File: src/rtl/rest_pkg.sv
// Shared constants for the REST Wishbone bridge: CSR offsets, IRQ bit
// positions and STATUS field layout.
package rest_pkg;

   // Word offsets, taken from wbs_adr_i[4:2]
   localparam logic [2:0] REG_CTRL     = 3'd0;
   localparam logic [2:0] REG_STATUS   = 3'd1;
   localparam logic [2:0] REG_TXDATA   = 3'd2;
   localparam logic [2:0] REG_RXDATA   = 3'd3;
   localparam logic [2:0] REG_IRQ_EN   = 3'd4;
   localparam logic [2:0] REG_IRQ_STAT = 3'd5;

   localparam int IRQ_W        = 4;
   localparam int IRQ_RX_AVAIL = 0;
   localparam int IRQ_TX_OVF   = 1;
   localparam int IRQ_RX_UDF   = 2;
   localparam int IRQ_TX_DONE  = 3;

   localparam int CTRL_ENABLE   = 0;
   localparam int CTRL_TX_FLUSH = 1;
   localparam int CTRL_RX_FLUSH = 2;

   localparam int ST_TX_EMPTY = 0;
   localparam int ST_TX_FULL  = 1;
   localparam int ST_RX_EMPTY = 2;
   localparam int ST_RX_FULL  = 3;
   localparam int ST_TX_LVL   = 8;
   localparam int ST_RX_LVL   = 16;

   // One-cycle command strobes derived from a CPU access
   typedef struct packed {
      logic tx_push;
      logic rx_pop;
      logic tx_flush;
      logic rx_flush;
   } fifo_cmd_t;

endpackage

File: src/rtl/rest_sync_fifo.sv
// Synchronous first-word-fall-through FIFO with flush; head is combinational
// from storage so the consumer sees data in the same cycle it is valid.
module rest_sync_fifo #(
   parameter int DEPTH = 8,
   parameter int DW    = 32
) (
   input  logic                     clk,
   input  logic                     rst_n,
   input  logic                     push,
   input  logic [DW-1:0]            push_data,
   input  logic                     pop,
   input  logic                     flush,
   output logic                     full,
   output logic                     empty,
   output logic [$clog2(DEPTH):0]   level,
   output logic [DW-1:0]            head
);

   localparam int AW = $clog2(DEPTH);
   localparam int LW = AW + 1;
   localparam logic [LW-1:0] FULL_LVL = LW'(DEPTH);

   logic [DW-1:0] mem [DEPTH];
   logic [AW-1:0] wr_ptr, rd_ptr;
   logic          do_push, do_pop;

   // Flush dominates; a push while full is refused even if a pop frees a slot
   assign do_push = push & ~full & ~flush;
   assign do_pop  = pop & ~empty & ~flush;

   assign full  = (level == FULL_LVL);
   assign empty = (level == '0);
   assign head  = mem[rd_ptr];

   always_ff @(posedge clk or negedge rst_n) begin
      if (!rst_n) begin
         wr_ptr <= '0;
         rd_ptr <= '0;
         level  <= '0;
         for (int i = 0; i < DEPTH; i++) mem[i] <= '0;
      end else if (flush) begin
         wr_ptr <= '0;
         rd_ptr <= '0;
         level  <= '0;
      end else begin
         if (do_push) begin
            mem[wr_ptr] <= push_data;
            wr_ptr      <= wr_ptr + AW'(1);
         end
         if (do_pop) rd_ptr <= rd_ptr + AW'(1);
         unique case ({do_push, do_pop})
            2'b10:   level <= level + LW'(1);
            2'b01:   level <= level - LW'(1);
            default: level <= level;
         endcase
      end
   end

endmodule

File: src/rtl/rest_wb_bridge.sv
// Wishbone classic slave exposing a small CSR bank and two streaming FIFOs
// (CPU->core TX, core->CPU RX) with a level interrupt on irq_o[0].
module rest_wb_bridge
   import rest_pkg::*;
#(
   parameter logic [31:0] BASE_ADDR  = 32'h3000_0000,
   parameter logic [31:0] ADDR_MASK  = 32'hFFFF_0000,
   parameter int          FIFO_DEPTH = 8,
   parameter int          DW         = 32
) (
   input  logic          wb_clk_i,
   input  logic          wb_rst_ni,
   input  logic          wbs_cyc_i,
   input  logic          wbs_stb_i,
   input  logic          wbs_we_i,
   input  logic [31:0]   wbs_adr_i,
   input  logic [31:0]   wbs_dat_i,
   input  logic [3:0]    wbs_sel_i,
   output logic          wbs_ack_o,
   output logic [31:0]   wbs_dat_o,
   output logic          tx_valid_o,
   output logic [DW-1:0] tx_data_o,
   input  logic          tx_ready_i,
   input  logic          rx_valid_i,
   input  logic [DW-1:0] rx_data_i,
   output logic          rx_ready_o,
   output logic [2:0]    irq_o
);

   localparam int LW = $clog2(FIFO_DEPTH) + 1;

   logic            hit, ack_q, acc, wr, rd;
   logic [2:0]      off;
   fifo_cmd_t       cmd;
   logic            ctrl_wr, en_wr;
   logic            enable_q;
   logic [IRQ_W-1:0] irq_en_q, irq_stat_q, irq_set, irq_clr;
   logic            tx_empty_d;
   logic            tx_full, tx_empty, rx_full, rx_empty;
   logic [LW-1:0]   tx_level, rx_level;
   logic [DW-1:0]   tx_head, rx_head;
   logic            tx_pop, rx_push;
   logic [31:0]     status, rdata;
   logic            sel_unused;

   assign sel_unused = &{1'b0, wbs_sel_i[3:1]};

   // ---------------------------------------------------------------- bus
   assign hit = wbs_cyc_i & wbs_stb_i & ((wbs_adr_i & ADDR_MASK) == BASE_ADDR);
   assign off = wbs_adr_i[4:2];

   // Ack toggles low for one cycle between beats, so a held strobe
   // completes one access every two cycles.
   always_ff @(posedge wb_clk_i or negedge wb_rst_ni) begin
      if (!wb_rst_ni) ack_q <= 1'b0;
      else            ack_q <= hit & ~ack_q;
   end

   assign wbs_ack_o = ack_q;
   assign acc       = ack_q & hit;
   assign wr        = acc & wbs_we_i;
   assign rd        = acc & ~wbs_we_i;

   // ---------------------------------------------------------------- commands
   assign ctrl_wr = wr & (off == REG_CTRL) & wbs_sel_i[0];
   assign en_wr   = wr & (off == REG_IRQ_EN) & wbs_sel_i[0];

   always_comb begin
      cmd          = '0;
      cmd.tx_push  = wr & (off == REG_TXDATA);
      cmd.rx_pop   = rd & (off == REG_RXDATA);
      cmd.tx_flush = ctrl_wr & wbs_dat_i[CTRL_TX_FLUSH];
      cmd.rx_flush = ctrl_wr & wbs_dat_i[CTRL_RX_FLUSH];
   end

   // ---------------------------------------------------------------- streams
   assign tx_valid_o = enable_q & ~tx_empty;
   assign rx_ready_o = enable_q & ~rx_full;
   assign tx_pop     = tx_valid_o & tx_ready_i;
   assign rx_push    = rx_valid_i & rx_ready_o;
   assign tx_data_o  = tx_head;

   rest_sync_fifo #(.DEPTH(FIFO_DEPTH), .DW(DW)) u_tx_fifo (
      .clk       (wb_clk_i),
      .rst_n     (wb_rst_ni),
      .push      (cmd.tx_push),
      .push_data (DW'(wbs_dat_i)),
      .pop       (tx_pop),
      .flush     (cmd.tx_flush),
      .full      (tx_full),
      .empty     (tx_empty),
      .level     (tx_level),
      .head      (tx_head)
   );

   rest_sync_fifo #(.DEPTH(FIFO_DEPTH), .DW(DW)) u_rx_fifo (
      .clk       (wb_clk_i),
      .rst_n     (wb_rst_ni),
      .push      (rx_push),
      .push_data (rx_data_i),
      .pop       (cmd.rx_pop),
      .flush     (cmd.rx_flush),
      .full      (rx_full),
      .empty     (rx_empty),
      .level     (rx_level),
      .head      (rx_head)
   );

   // ---------------------------------------------------------------- CSRs
   always_ff @(posedge wb_clk_i or negedge wb_rst_ni) begin
      if (!wb_rst_ni) begin
         enable_q <= 1'b0;
         irq_en_q <= '0;
      end else begin
         if (ctrl_wr) enable_q <= wbs_dat_i[CTRL_ENABLE];
         if (en_wr)   irq_en_q <= wbs_dat_i[IRQ_W-1:0];
      end
   end

   // tx_done is an edge detector on tx_empty, so any route to empty counts
   always_comb begin
      irq_set               = '0;
      irq_set[IRQ_RX_AVAIL] = rx_push & ~cmd.rx_flush;
      irq_set[IRQ_TX_OVF]   = cmd.tx_push & tx_full & ~cmd.tx_flush;
      irq_set[IRQ_RX_UDF]   = cmd.rx_pop & rx_empty;
      irq_set[IRQ_TX_DONE]  = tx_empty & ~tx_empty_d;
   end

   assign irq_clr = (wr && off == REG_IRQ_STAT && wbs_sel_i[0]) ?
                    wbs_dat_i[IRQ_W-1:0] : '0;

   // Hardware set wins over a simultaneous W1C
   always_ff @(posedge wb_clk_i or negedge wb_rst_ni) begin
      if (!wb_rst_ni) begin
         irq_stat_q <= '0;
         tx_empty_d <= 1'b1;
      end else begin
         irq_stat_q <= (irq_stat_q & ~irq_clr) | irq_set;
         tx_empty_d <= tx_empty;
      end
   end

   assign irq_o = {2'b00, |(irq_stat_q & irq_en_q)};

   // ---------------------------------------------------------------- readback
   always_comb begin
      status                     = '0;
      status[ST_TX_EMPTY]        = tx_empty;
      status[ST_TX_FULL]         = tx_full;
      status[ST_RX_EMPTY]        = rx_empty;
      status[ST_RX_FULL]         = rx_full;
      status[ST_TX_LVL +: LW]    = tx_level;
      status[ST_RX_LVL +: LW]    = rx_level;
   end

   always_comb begin
      rdata = '0;
      unique case (off)
         REG_CTRL:     rdata[CTRL_ENABLE] = enable_q;
         REG_STATUS:   rdata = status;
         REG_RXDATA:   rdata = rx_empty ? '0 : 32'(rx_head);
         REG_IRQ_EN:   rdata[IRQ_W-1:0] = irq_en_q;
         REG_IRQ_STAT: rdata[IRQ_W-1:0] = irq_stat_q;
         default:      rdata = '0;
      endcase
   end

   assign wbs_dat_o = ack_q ? rdata : '0;

endmodule

File: config.mk
export PLATFORM = sky130hd
export DESIGN_NAME = rest_wb_bridge
export DESIGN_NICKNAME = d
export VERILOG_FILES = /design/src/rtl/rest_pkg.sv /design/src/rtl/rest_sync_fifo.sv /design/src/rtl/rest_wb_bridge.sv
export SDC_FILE = /design/constraint.sdc
export NUM_CORES = 1
export LEC_CHECK = 0
export ABC_CLOCK_PERIOD_IN_PS = 3500
export CORE_MARGIN = 2
export CORE_UTILIZATION = 45
export DETAILED_ROUTE_END_ITERATION = 8
export DONT_BUFFER_PORTS = 1
export SLEW_MARGIN = 5
export SYNTH_ARGS = -nofsm -noshare
export SYNTH_HDL_FRONTEND = slang
export SYNTH_SLANG_ARGS = --single-unit
File: constraint.sdc
create_clock -name wb_clk_i -period 3.5 [get_ports wb_clk_i]
set_input_delay 0.525 -clock wb_clk_i [delete_from_list [all_inputs] [get_ports wb_clk_i]]
set_output_delay 0.525 -clock wb_clk_i [all_outputs]
set_load 0.02 [all_outputs]
---- Word level (Yosys, flattened, before mapping) ----
Cells that the tools add are included.
storage, ports and cells
  word-level logic and storage cells ...... 147
  output and inout port bits .............. 70
  bits in registers ....................... 543
  input bits .............................. 107
cells by class
  bitwise operators ....................... 48
  mux-type cells .......................... 30
  $add $sub $neg .......................... 8
  reductions and logical operators ........ 16
  order comparisons ....................... 6
  equality and inequality tests ........... 12
operators with widths
  operator                                                                       count
  256-bit bitwise mux                                                            2
  32-bit two-way mux                                                             8
  32-bit binary-select mux with 3-bit select                                     2
  32-bit demux with 3-bit select                                                 2
  28-bit case mux with 2 select lines                                            1
  1-bit bitwise AND                                                              31
  3-bit two-way mux                                                              8
  16-bit by 14-bit == test with 1-bit output (second input constant)             1
  4-bit >= comparator (second input constant)                                    4
  3-bit NOT with 4-bit output                                                    4
  4-bit case mux with 2 select lines                                             2
  3-bit by 1-bit adder with 3-bit output (second input constant)                 4
  4-bit two-way mux                                                              3
  3-bit case mux with 4 select lines                                             1
  1-bit NOT                                                                      9
  4-bit by 1-bit adder with 4-bit output (second input constant)                 2
  4-bit bitwise AND                                                              2
  4-bit == test (second input constant)                                          2
  4-bit zero test                                                                2
  4-bit by 1-bit less-than comparator with 1-bit output (second input constant)  2
  2-bit nonzero test                                                             4
  4-bit by 1-bit subtractor with 4-bit output (second input constant)            2
  3-bit by 2-bit == test with 1-bit output (second input constant)               2
  3-bit == test (second input constant)                                          2
  11 further kinds                                                               18

---- Logic depth before layout (Yosys ltp) ----
  word-level depth ........................ 12
  depth in mapped cells ................... 15
  gate-level depth less buffers ........... 11

---- Hierarchy ----
Synthesis repeated with hierarchy kept, for this count alone.
unflattened totals
  cells, all modules ...................... 1601
  area, all modules ....................... 26397.8 um^2
by module, submodules not included
  module                      sequential area each (um^2)  cells each  instances  area an instance (um^2)
  rest_sync_fifo (u_rx_fifo)  6656.4                       733         1          12757.2
  rest_sync_fifo (u_tx_fifo)  6656.4                       733         1          12500.7
  rest_wb_bridge              276.5                        135         1          1139.8

---- Least setup slack after synthesis ----
No wires, ideal clock.
  kind .................................... input to register
  start point ............................. input port wbs_adr_i[19]
  end point ............................... register u_rx_fifo.level[2]
  slack ................................... 172 ps
  stages .................................. 14
  arrival time ............................ 3250 ps
  buffers on the path ..................... 3
  path through ............................ nor4b_4 -> and3_1 -> buf_2 -> and2_1 -> clkbuf_1 -> or2_2 -> ha_1 -> clkbuf_1 -> xor2_1 -> ha_1 -> a21oi_1 -> xor2_1 -> or3_1 -> a21oi_1
on the way
  longest elaborated chain between the ends .. 12
  elaborated cells between the ends (all ways) .. 18
  classes of those cells .................. eq/ne: 3; mux: 2; bitwise: 12; reduce/logical: 1
ends and longest elaborated chain
  element                                                                    line                                        RTL
  start, declared                                                            rest_wb_bridge.sv:16                        input logic [31:0] wbs_adr_i,
  16-bit by 14-bit == test with 1-bit output *                               rest_wb_bridge.sv:49                        assign hit = wbs_cyc_i & wbs_stb_i & ((wbs_adr_i & ADDR_MASK) == BASE_ADDR);
  1-bit bitwise AND *                                                        rest_wb_bridge.sv:49
  1-bit bitwise AND *                                                        rest_wb_bridge.sv:60                        assign acc = ack_q & hit;
  1-bit bitwise AND                                                          rest_wb_bridge.sv:61                        assign wr = acc & wbs_we_i;
  1-bit bitwise AND (2 in series)                                            rest_wb_bridge.sv:65                        assign ctrl_wr = wr & (off == REG_CTRL) & wbs_sel_i[0];
  1-bit bitwise AND                                                          rest_wb_bridge.sv:73                        cmd.rx_flush = ctrl_wr & wbs_dat_i[CTRL_RX_FLUSH];
  1-bit NOT (no source line)                                                 --
  1-bit bitwise AND, on equally long branches                                rest_sync_fifo.sv:29, rest_sync_fifo.sv:28
  2-bit by 1-bit == test with 1-bit output or 2-bit == test (tied branches)  rest_sync_fifo.sv:51                        unique case ({do_push, do_pop})
  4-bit case mux with 2 select lines                                         rest_sync_fifo.sv:51
  4-bit two-way mux                                                          rest_sync_fifo.sv:41                        end else if (flush) begin
  end signal, assigned                                                       rest_sync_fifo.sv:52                        2'b10: level <= level + LW'(1);
  end signal, assigned                                                       rest_sync_fifo.sv:53                        2'b01: level <= level - LW'(1);
  end signal, assigned                                                       rest_sync_fifo.sv:54                        default: level <= level;
  end, declared                                                              rest_sync_fifo.sv:15                        output logic [$clog2(DEPTH):0] level,
Every way passes the cells marked *; elsewhere a longest branch is shown, timed or not.
A chain may end at the register's enable or synchronous reset.

---- Final worst setup path ----
  start point ............................. register u_rx_fifo.level[1]
  end point ............................... output port wbs_dat_o[10]
on the way
  longest elaborated chain between the ends .. 4
ends and longest elaborated chain
  element                              line                   RTL
  4-bit zero test                      rest_sync_fifo.sv:32   assign empty = (level == '0);
  32-bit two-way mux                   rest_wb_bridge.sv:161  REG_RXDATA: rdata = rx_empty ? '0 : 32'(rx_head);
  28-bit case mux with 2 select lines  rest_wb_bridge.sv:158  unique case (off)
  32-bit two-way mux                   rest_wb_bridge.sv:168  assign wbs_dat_o = ack_q ? rdata : '0;
  end, declared                        rest_wb_bridge.sv:20   output logic [31:0] wbs_dat_o,
No other way between the ends.

==> impl_metrics.tcl <==
set metrics [dict create \
    status "finished, violations left" \
    violations "hold timing" \
    dieArea_um2 58660 \
    netlist_area_um2 25530 \
    post-route-min-period_ps 3299 \
    finClkSkew_ps 26.90 \
    peakVddDrop_mv 0.3826 \
    cp_cell_sequence "nor4_1, nor3_1, a22oi_1, nor2_1" \
    root_buffer "clkbuf_16" \
    dieHeight_um 242.2 \
    critical_path_class "reg -> out" \
    startpoint "u_rx_fifo.level[1]$_DFFE_PN0P_" \
    max_slew_margin_pct 9.594 \
    first_pass_iters 4 \
    syn2layout_area_growth_pct 11.24 \
    critical_path_required_ps 2970 \
    setup_viol 0 \
    nets 1740 \
    rrSetupSlack_ps 620 \
    crit_fanout 10 \
    max_stage_delay_ps 790 \
    gp_routability_congestion 0.7521 \
    drcViolationCount 0 \
    hold_slack_ps -348.3 \
    start_util_pct 45.37 \
    synth_warnings 0 \
    port-buffer-count 0 \
    dp_hpwl_um 33200 \
    clockBufferDepth 3 \
    max_cap_violations 0 \
    fill_cells 4747 \
    finalHoldViolations 542 \
    start_kind "register" \
    power.density_nw_per_um2 439.0 \
    avgSynthCellArea_um2 15.94 \
    clkTransAtPathRegs_ps 60 \
    r2r-start "u_tx_fifo.level[1]$_DFFE_PN0P_" \
    rr_endpoint "u_tx_fifo.level[2]$_DFFE_PN0P_" \
    synthArstFlopShare_pct 100.0 \
    drt-initial-drc-count 698 \
    worstRegToRegCells 10 \
    rsz0062_at_grt "no" \
    grt_pass1_wl_um 91270 \
    grt_usage_pct 20.00 \
    ioPinCount 177 \
    slowest_stage "nor3_1" \
    leakage_uw 0.01349 \
    core_area_um2 56280 \
    cp.arrival_ps 2770 \
    crit_end "wbs_dat_o[10]" \
    grt_max_degree 544 \
    ant_nets 0 \
    finalCritPeriodShare_pct 94.27 \
    vias 13903 \
    htreeDepth 2 \
    ys_types 58 \
    antenna_found_initial 1 \
    vias_per_cell 5.728 \
    synth_seq_cells 543 \
    fin_util_pct 50.47 \
    tightest_slew_ps 1356 \
    drv_slew 0 \
    clk_latency_ps 620 \
    wire_per_inst_um 23.66 \
    cts_sinks 543 \
    synth_edf_count 0 \
    gr-total-overflow 0 \
    cts_buffers 58 \
    hold_class "in -> async" \
    ctsResizeCount 0 \
    drive_gt1_share_pct 42.96 \
    clock.fmax_ghz 0.3031 \
    dieWidth_um 242.2 \
    syn-instance-count 1602 \
    ys_seq_area_share_pct 53.22 \
    rows 87 \
    endpoint_kind "output port" \
    power_uw 12470 \
    tns_ps 0 \
    grt_pass1_vias 15136 \
    ys.flop_type "dfrtp_1" \
    post-cts-setup-buffers 0 \
    wl_um 57430 \
    cts_tree "yes" \
]
worst min-delay path by stage:
stage                                      to  slack, ps  cells past startpoint       from
2_1_floorplan            enable_q$_DFFE_PN0N_        230                      0  wb_rst_ni
3_3_place_gp   u_tx_fifo.mem[196]$_DFFE_PN0P_        270                      0  wb_rst_ni
3_5_place_dp   u_tx_fifo.mem[228]$_DFFE_PN0P_        260                      0  wb_rst_ni
4_1_cts        u_tx_fifo.mem[228]$_DFFE_PN0P_       -390                      0  wb_rst_ni
5_1_grt        u_tx_fifo.mem[232]$_DFFE_PN0P_       -390                      0  wb_rst_ni
6_report       u_tx_fifo.mem[228]$_DFFE_PN0P_       -350                      0  wb_rst_ni
flip-flops by register name, summed over array words and instances (netlist names):
register / count
u_tx_fifo.mem: 256
u_rx_fifo.level: 4
tx_empty_d: 1
irq_stat_q: 4
wbs_ack_o: 1
u_tx_fifo.level: 4
u_rx_fifo.wr_ptr: 3
u_tx_fifo.wr_ptr: 3
irq_en_q: 4
enable_q: 1
u_tx_fifo.rd_ptr: 3
u_rx_fifo.mem: 256
u_rx_fifo.rd_ptr: 3
synthesized netlist by cell type (2+ instances only):
library cell | number | share of area [%]
dfrtp_1 | 542 | 53
a22oi_1 | 12 | 0.35
mux4_2 | 129 | 11
a211oi_2 | 2 | 0.098
and4bb_2 | 2 | 0.098
and3_1 | 2 | 0.049
o211ai_1 | 3 | 0.088
buf_2 | 26 | 0.51
inv_1 | 11 | 0.16
or3_1 | 2 | 0.049
buf_4 | 27 | 0.79
mux2i_1 | 31 | 1.2
o21ai_0 | 8 | 0.16
a21oi_1 | 8 | 0.16
nor3_1 | 6 | 0.12
or4_1 | 5 | 0.15
nand4_4 | 2 | 0.17
a21o_1 | 2 | 0.059
ha_1 | 10 | 0.49
and3b_1 | 2 | 0.069
nor4_4 | 7 | 0.58
nand2b_1 | 5 | 0.12
xor2_1 | 11 | 0.38
nor4b_4 | 3 | 0.28
nand2_1 | 16 | 0.24
or4b_1 | 2 | 0.078
and2_1 | 4 | 0.098
a2111oi_4 | 6 | 0.65
nor2b_1 | 5 | 0.12
o31ai_1 | 6 | 0.18
o22ai_1 | 6 | 0.15
o41ai_1 | 2 | 0.069
nand4b_1 | 3 | 0.10
nand4_1 | 7 | 0.17
nor3b_1 | 5 | 0.15
mux2_2 | 394 | 17
or2_2 | 4 | 0.098
a32oi_1 | 2 | 0.069
buf_1 | 13 | 0.19
clkbuf_1 | 26 | 0.38
buf_6 | 17 | 0.75
nor2_1 | 43 | 0.63
nand3_1 | 6 | 0.12
mux2_1 | 163 | 7.2
worst max-delay path: cells and delay by family (launching register included):
kind	cells	cell delay, ps
and+or+nand+nor	3	1440
AOI/OAI and AO/OA	1	170
DFF	1	560
power breakdown:
| part | leakage (µW) | switching (µW) | internal, µW |
|---|---|---|---|
| registers | 0.00756 | 0.0000639 | 6280 |
| clock network | 0.000931 | 2530 | 3630 |
| logic | 0.00500 | 13.2 | 16.5 |
final cells by class:
type	count	area, µm²	share of cell area (%)
Multi-Input combinational cell	939	11240	39.59
Timing Repair Buffer	70	650.6	2.291
Inverter	11	41.29	0.1454
Tap cell	756	945.9	3.330
Clock buffer	89	1699	5.982
Sequential cell	543	13600	47.90
Antenna cell	2	5.005	0.01762
Clock inverter	17	211.5	0.7445
metal layers:
| metal | track usage, % | share of wire, % | vias up |
|---|---|---|---|
| met5 | 0 | 0 | - |
| met2 | 33.78 | 49 | 265 |
| met4 | 5.737 | 2.5 | 0 |
| met1 | 26.33 | 43 | 7503 |
| met3 | 3.910 | 5.1 | 88 |
| li1 | - | - | 6047 |
cell families (layout without fill, tap and decap cells):
group                    count (synthesis)  count (layout)  synth area share [%]
AO/OA/AOI/OAI                           59              59                 2.078
XOR/XNOR                                12              12                0.4116
adder cells (fa/ha/maj)                 10              10                0.4901
buffers and inverters                  121             187                 2.808
flip-flops                             543             543                 53.22
multiplexers                           717             717                 37.16
other                                    1               4               0.01469
AND/OR/NAND/NOR                        139             139                 3.813
placed cells by master, fill, tap and decap left out, types with 7 or more instances in the layout:
cell / n
nand4_1: 7
buf_12: 10
nor2_1: 43
mux4_2: 129
xor2_1: 11
o21ai_0: 8
nor4_4: 7
nand2_1: 16
clkbuf_16: 59
buf_4: 60
clkbuf_8: 11
clkinv_2: 8
mux2_1: 163
mux2_2: 394
mux2i_1: 31
a22oi_1: 12
inv_1: 11
dfrtp_1: 536
ha_1: 10
a21oi_1: 8
clkbuf_1: 19
per-stage QoR:
step / setup WS [ps] / std cells / instance area [µm²] / hold WS (ps)
3_3_place_gp: 393.3 / 2319 / 26490 / 265.7
3_5_place_dp: 350.3 / 2319 / 26490 / 264.5
4_1_cts: 197.8 / 2425 / 28400 / -391.2
2_1_floorplan: 172.2 / 1603 / 25540 / 229.4
5_1_grt: 101.2 / 2425 / 28400 / -386.3
6_report: 200.6 / 2427 / 28400 / -348.3
(Power assumes the default switching activity.)
